[src/rtl/astro_game_ctrl.sv]
// Astro Barrier game sequencer: level FSM, fire arbitration, hit scoring and shot accounting.
// Optional ASTRO_BONUS_SHOT_EN: each accepted hit refunds one shot (saturating at SHOTS_PER_LEVEL).
module astro_game_ctrl #(
    parameter int SHOTS_PER_LEVEL = 8,
    parameter int SCORE_MAX       = 15
) (
    input  logic       clk,
    input  logic       reset,
    input  logic       start,
    input  logic       fire_req,
    input  logic       bullet_done,
    input  logic       hit_mid,
    input  logic       hit_top,
    output logic [1:0] state,
    output logic       fire_grant,
    output logic       bullet_active,
    output logic [1:0] target_en,
    output logic       target_rearm,
    output logic [1:0] hit_flags,
    output logic [3:0] shots_left,
    output logic [3:0] score,
    output logic       win
);

    typedef enum logic [1:0] {
        QI      = 2'b00,
        QGAME_1 = 2'b01,
        QGAME_2 = 2'b10,
        QDONE   = 2'b11
    } state_t;

    localparam logic [3:0] SHOTS_INIT = 4'(SHOTS_PER_LEVEL);
    localparam logic [4:0] SCORE_SAT  = 5'(SCORE_MAX);

    state_t     state_q, state_d;
    logic       start_q, fire_q;
    logic       fire_grant_q, fire_grant_d;
    logic       bullet_active_q, bullet_active_d;
    logic       target_rearm_q, target_rearm_d;
    logic [1:0] hit_flags_q, hit_flags_d;
    logic [3:0] shots_left_q, shots_left_d;
    logic [3:0] score_q, score_d;
    logic       win_q, win_d;

    logic       start_rise, fire_rise, in_game, level_clear, out_of_shots;
    logic       acc_mid, acc_top;
    logic [1:0] target_en_c, hit_cnt;
    logic [4:0] score_sum;
`ifdef ASTRO_BONUS_SHOT_EN
    logic [4:0] shots_sum;
`endif

    always_comb begin
        start_rise = start & ~start_q;
        fire_rise  = fire_req & ~fire_q;
        in_game    = (state_q == QGAME_1) || (state_q == QGAME_2);

        case (state_q)
            QGAME_1: target_en_c = 2'b01;
            QGAME_2: target_en_c = 2'b11;
            default: target_en_c = 2'b00;
        endcase

        acc_mid   = in_game & bullet_active_q & target_en_c[0] & ~hit_flags_q[0] & hit_mid;
        acc_top   = in_game & bullet_active_q & target_en_c[1] & ~hit_flags_q[1] & hit_top;
        hit_cnt   = {1'b0, acc_mid} + {1'b0, acc_top};
        score_sum = {1'b0, score_q} + {3'b000, hit_cnt};
`ifdef ASTRO_BONUS_SHOT_EN
        shots_sum = {1'b0, shots_left_q} + {3'b000, hit_cnt};
`endif

        level_clear  = ((state_q == QGAME_1) && hit_flags_q[0]) ||
                       ((state_q == QGAME_2) && (hit_flags_q == 2'b11));
        out_of_shots = in_game && (shots_left_q == 4'd0) && !bullet_active_q && !level_clear;

        state_d         = state_q;
        fire_grant_d    = 1'b0;
        target_rearm_d  = 1'b0;
        bullet_active_d = bullet_active_q;
        hit_flags_d     = hit_flags_q;
        shots_left_d    = shots_left_q;
        score_d         = score_q;
        win_d           = win_q;

        case (state_q)
            QI: begin
                score_d = 4'd0;
                win_d   = 1'b0;
                if (start_rise) begin
                    state_d        = QGAME_1;
                    target_rearm_d = 1'b1;
                    shots_left_d   = SHOTS_INIT;
                    hit_flags_d    = 2'b00;
                end
            end
            QGAME_1, QGAME_2: begin
                if (level_clear) begin
                    bullet_active_d = 1'b0;
                    if (state_q == QGAME_1) begin
                        state_d        = QGAME_2;
                        target_rearm_d = 1'b1;
                        shots_left_d   = SHOTS_INIT;
                        hit_flags_d    = 2'b00;
                    end else begin
                        state_d = QDONE;
                        win_d   = 1'b1;
                    end
                end else if (out_of_shots) begin
                    state_d = QDONE;
                    win_d   = 1'b0;
                end else begin
                    // A hit outranks a simultaneous bullet_done; both retire the bullet.
                    if (acc_mid || acc_top) begin
                        hit_flags_d     = hit_flags_q | {acc_top, acc_mid};
                        score_d         = (score_sum > SCORE_SAT) ? SCORE_SAT[3:0] : score_sum[3:0];
                        bullet_active_d = 1'b0;
`ifdef ASTRO_BONUS_SHOT_EN
                        shots_left_d    = (shots_sum > {1'b0, SHOTS_INIT}) ? SHOTS_INIT : shots_sum[3:0];
`endif
                    end else if (bullet_done) begin
                        bullet_active_d = 1'b0;
                    end
                    if (fire_rise && !bullet_active_q && (shots_left_q != 4'd0)) begin
                        fire_grant_d    = 1'b1;
                        bullet_active_d = 1'b1;
                        shots_left_d    = shots_left_q - 4'd1;
                    end
                end
            end
            QDONE: begin
                bullet_active_d = 1'b0;
                if (!start) begin
                    state_d = QI;
                    score_d = 4'd0;
                    win_d   = 1'b0;
                end
            end
            default: state_d = QI;
        endcase
    end

    // Edge detectors reset high so inputs held across reset release never look like new edges.
    always_ff @(posedge clk or posedge reset) begin
        if (reset) begin
            state_q         <= QI;
            start_q         <= 1'b1;
            fire_q          <= 1'b1;
            fire_grant_q    <= 1'b0;
            bullet_active_q <= 1'b0;
            target_rearm_q  <= 1'b0;
            hit_flags_q     <= 2'b00;
            shots_left_q    <= SHOTS_INIT;
            score_q         <= 4'd0;
            win_q           <= 1'b0;
        end else begin
            state_q         <= state_d;
            start_q         <= start;
            fire_q          <= fire_req;
            fire_grant_q    <= fire_grant_d;
            bullet_active_q <= bullet_active_d;
            target_rearm_q  <= target_rearm_d;
            hit_flags_q     <= hit_flags_d;
            shots_left_q    <= shots_left_d;
            score_q         <= score_d;
            win_q           <= win_d;
        end
    end

    assign state         = state_q;
    assign fire_grant    = fire_grant_q;
    assign bullet_active = bullet_active_q;
    assign target_en     = target_en_c;
    assign target_rearm  = target_rearm_q;
    assign hit_flags     = hit_flags_q;
    assign shots_left    = shots_left_q;
    assign score         = score_q;
    assign win           = win_q;

endmodule
[config.mk]
export PLATFORM = sky130hd
export DESIGN_NAME = astro_game_ctrl
export DESIGN_NICKNAME = d
export VERILOG_FILES = /design/src/rtl/astro_game_ctrl.sv
export SDC_FILE = /design/constraint.sdc
export NUM_CORES = 1
export LEC_CHECK = 0
export CAP_MARGIN = 20
export CORE_AREA = 2 2 49 51
export DETAILED_ROUTE_END_ITERATION = 10
export DIE_AREA = 0 0 51 53
export PLACE_DENSITY_LB_ADDON = 0.3
export SLEW_MARGIN = 10
export SYNTH_ARGS = -nofsm -noshare
export SYNTH_HDL_FRONTEND = slang
export SYNTH_SLANG_ARGS = --single-unit
export TNS_END_PERCENT = 10
[constraint.sdc]
create_clock -name clk -period 3.8 [get_ports clk]
set_input_delay 1.14 -clock clk [delete_from_list [all_inputs] [get_ports clk]]
set_output_delay 1.14 -clock clk [all_outputs]
set_load 0.03 [all_outputs]
==> flow_summary.toml <==
[clocking]
clk_latency_ns = 0.31
clock-sinks = 18
cts_resized = 0
cts_made_buffers = 3
holdBufCountCts = 0
cts_root_buf = "clkbuf_4"
post_cts_buffers = 0
cts_tree = "yes"
clk_path_buf_depth = 2
path_clk_slew_ns = 0.11
cts_htree_levels = 1

[sta]
finalCritPeriodShare_pct = 87.16
worst_slew_pin_slew_ns = 0.6848
fin_skew_ns = 0.005878
finalHoldViolCount = 0
setup_viol = 0
maxSlewViolCount = 0
min_period_ns = 3.312
slew_headroom_pct = 54.30
holdWs_ns = 0.5550
tns_ns = 0
rsz0062_at_grt = "no"
max_freq_mhz = 301.9
fin_ws_ns = 0.4881

[placed_design]
post-place-ws_ns = 0.5439
place_congestion = 0.9124
dp.cells = 167
numPortBuffers = 24
place_hpwl_mm = 1.838
post_dp_cell_area_um2 = 1375

[detailed_routing]
drc = 0
wl_per_cell_um = 14.32
drt-initial-drc-count = 30
routed_wirelength_mm = 2.448
firstDrtPassIters = 4
ant_nets = 0
vias_per_cell = 5.678
vias = 971

[worst_setup_path]
crit_arrival_ns = 2.17
endpoint_kind = "output port"
rrSetupSlack_ns = 1.22
critPathLaunchType = "flop"
worstPathRequired_ns = 2.66
critical_path_class = "flop to output port"
crit_fanout = 14

[logic_synthesis]
netlist_area_um2 = 1111
synth_edf_count = 0
synth.avg_cell_area_um2 = 9.496
syn-num-nets = 133
synth_cell_types = 35
synth_top_cell_by_area = "dfrtp_1"
async_reset_ff_share_pct = 100.0
synth.top_cells.by_area = "dfrtp_1, ha_1, dfstp_2"
netlist_instances = 117
netlist.area_leader.share_pct = 33.78
seq_area_frac_synth_pct = 40.88
yosysWarnings = 0
synth_ff_type = "dfrtp_1"
ys_seq_elements = 18

[floorplan]
std_cell_rows = 17
die_area_um2 = 2703
coreArea_um2 = 2148
initial_utilization_pct = 51.72
io_pins = 25
dieWidth_um = 51
die_h_um = 53

[layout]
stdcell_count = 171
postLayoutCellArea_um2 = 1411
diodes = 0
syn_to_final_growth_pct = 27.03
final_common_cell = "clkdlybuf4s50_1"
drive_above_1_share_pct = 9.091
nFillCells = 180
nNetsFinal = 160
final_cell_mix = "clkdlybuf4s50_1, dfrtp_1, inv_1"

[power]
ir_drop_mv = 0.5294
powerDensity_nw_per_um2 = 793.1
p_leak_nw = 0.6312

[global_route]
overflow = 0
antenna_found_initial = 0
grt_pass1_wl_mm = 4.167
grt_max_degree = 19
grt_pass1_vias = 958
grt_usage_pct = 20.94

[status]
outcome = "finished clean"

[job]
drv_cap = 0

[hold_path]
hold_class = "flop to flop"
-- critical path: stages, from the launching register on --
cell and delay [ns]:
dfrtp_1 0.43, inv_1 0.10, ha_1 0.57, clkdlybuf4s50_1 0.76
-- cell type report --
cell class,count,area (µm²),area share [%]
Clock buffer,4,36.28,2.571
Inverter,13,48.80,3.457
Multi-Input combinational cell,84,596.8,42.29
Sequential cell,18,454.2,32.18
Tap cell,28,35.03,2.482
Timing Repair Buffer,24,240.2,17.02
-- stage by stage --
stage               util [%]  total power [mW]
floorplan                  -            0.8009
global placement       64.01            0.9792
detailed placement     64.01            0.9955
CTS                    65.70             1.121
global route           65.70             1.201
finish                 65.70             1.119
-- per-layer routing --
metal | track usage (%) | wire [µm]
met1 | 25.93 | 1124
met2 | 35.71 | 1152
met3 | 2.825 | 134
met4 | 10.36 | 37
met5 | 0 | 0
-- registers in the layout, indices dropped and copies added, names as in the netlist --
name and cells:
start_q 1, hit_flags 2, win 1, fire_grant 1
fire_q 1, score 4, bullet_active 1, state 2
target_rearm 1, shots_left 4
-- final timing paths --
kind                                from            end  cells past startpoint
setup / recovery                state[1]   target_en[0]                      3
hold / removal             shots_left[1]  shots_left[1]                      2
setup reg to reg                state[1]       score[1]                      9
hold reg to reg            shots_left[1]  shots_left[1]                      2
max in group asynchronous          reset  shots_left[1]                      2
min in group asynchronous          reset       score[3]                      2
-- synth_stat cells (2+ instances only) --
master	n
a22o_1	4
dfstp_2	3
ha_1	8
nand4_1	2
inv_1	13
nor3_1	3
dfrtp_1	15
nand2_1	8
o22ai_1	2
mux2i_1	2
o21ai_0	8
a21oi_1	8
nor2_1	8
nand3_1	6
a31oi_1	4
nand2b_1	3
o31ai_1	2
-- cell families (layout without fill, tap and decap cells) --
group,Yosys count,in the layout,share of synthesized area (%)
compound gates,37,37,23.42
fa+ha+maj,9,9,10.81
buf+inv,15,41,5.406
flops,18,18,40.88
mux,3,3,2.815
simple gates,35,35,16.67
-- where the power goes --
part,internal (mW),switching [mW]
clock network,0.0585,0.0646
registers,0.242,0.0523
logic,0.277,0.425
total,0.577,0.542
No activity file was read; power rests on OpenSTA's default activity.
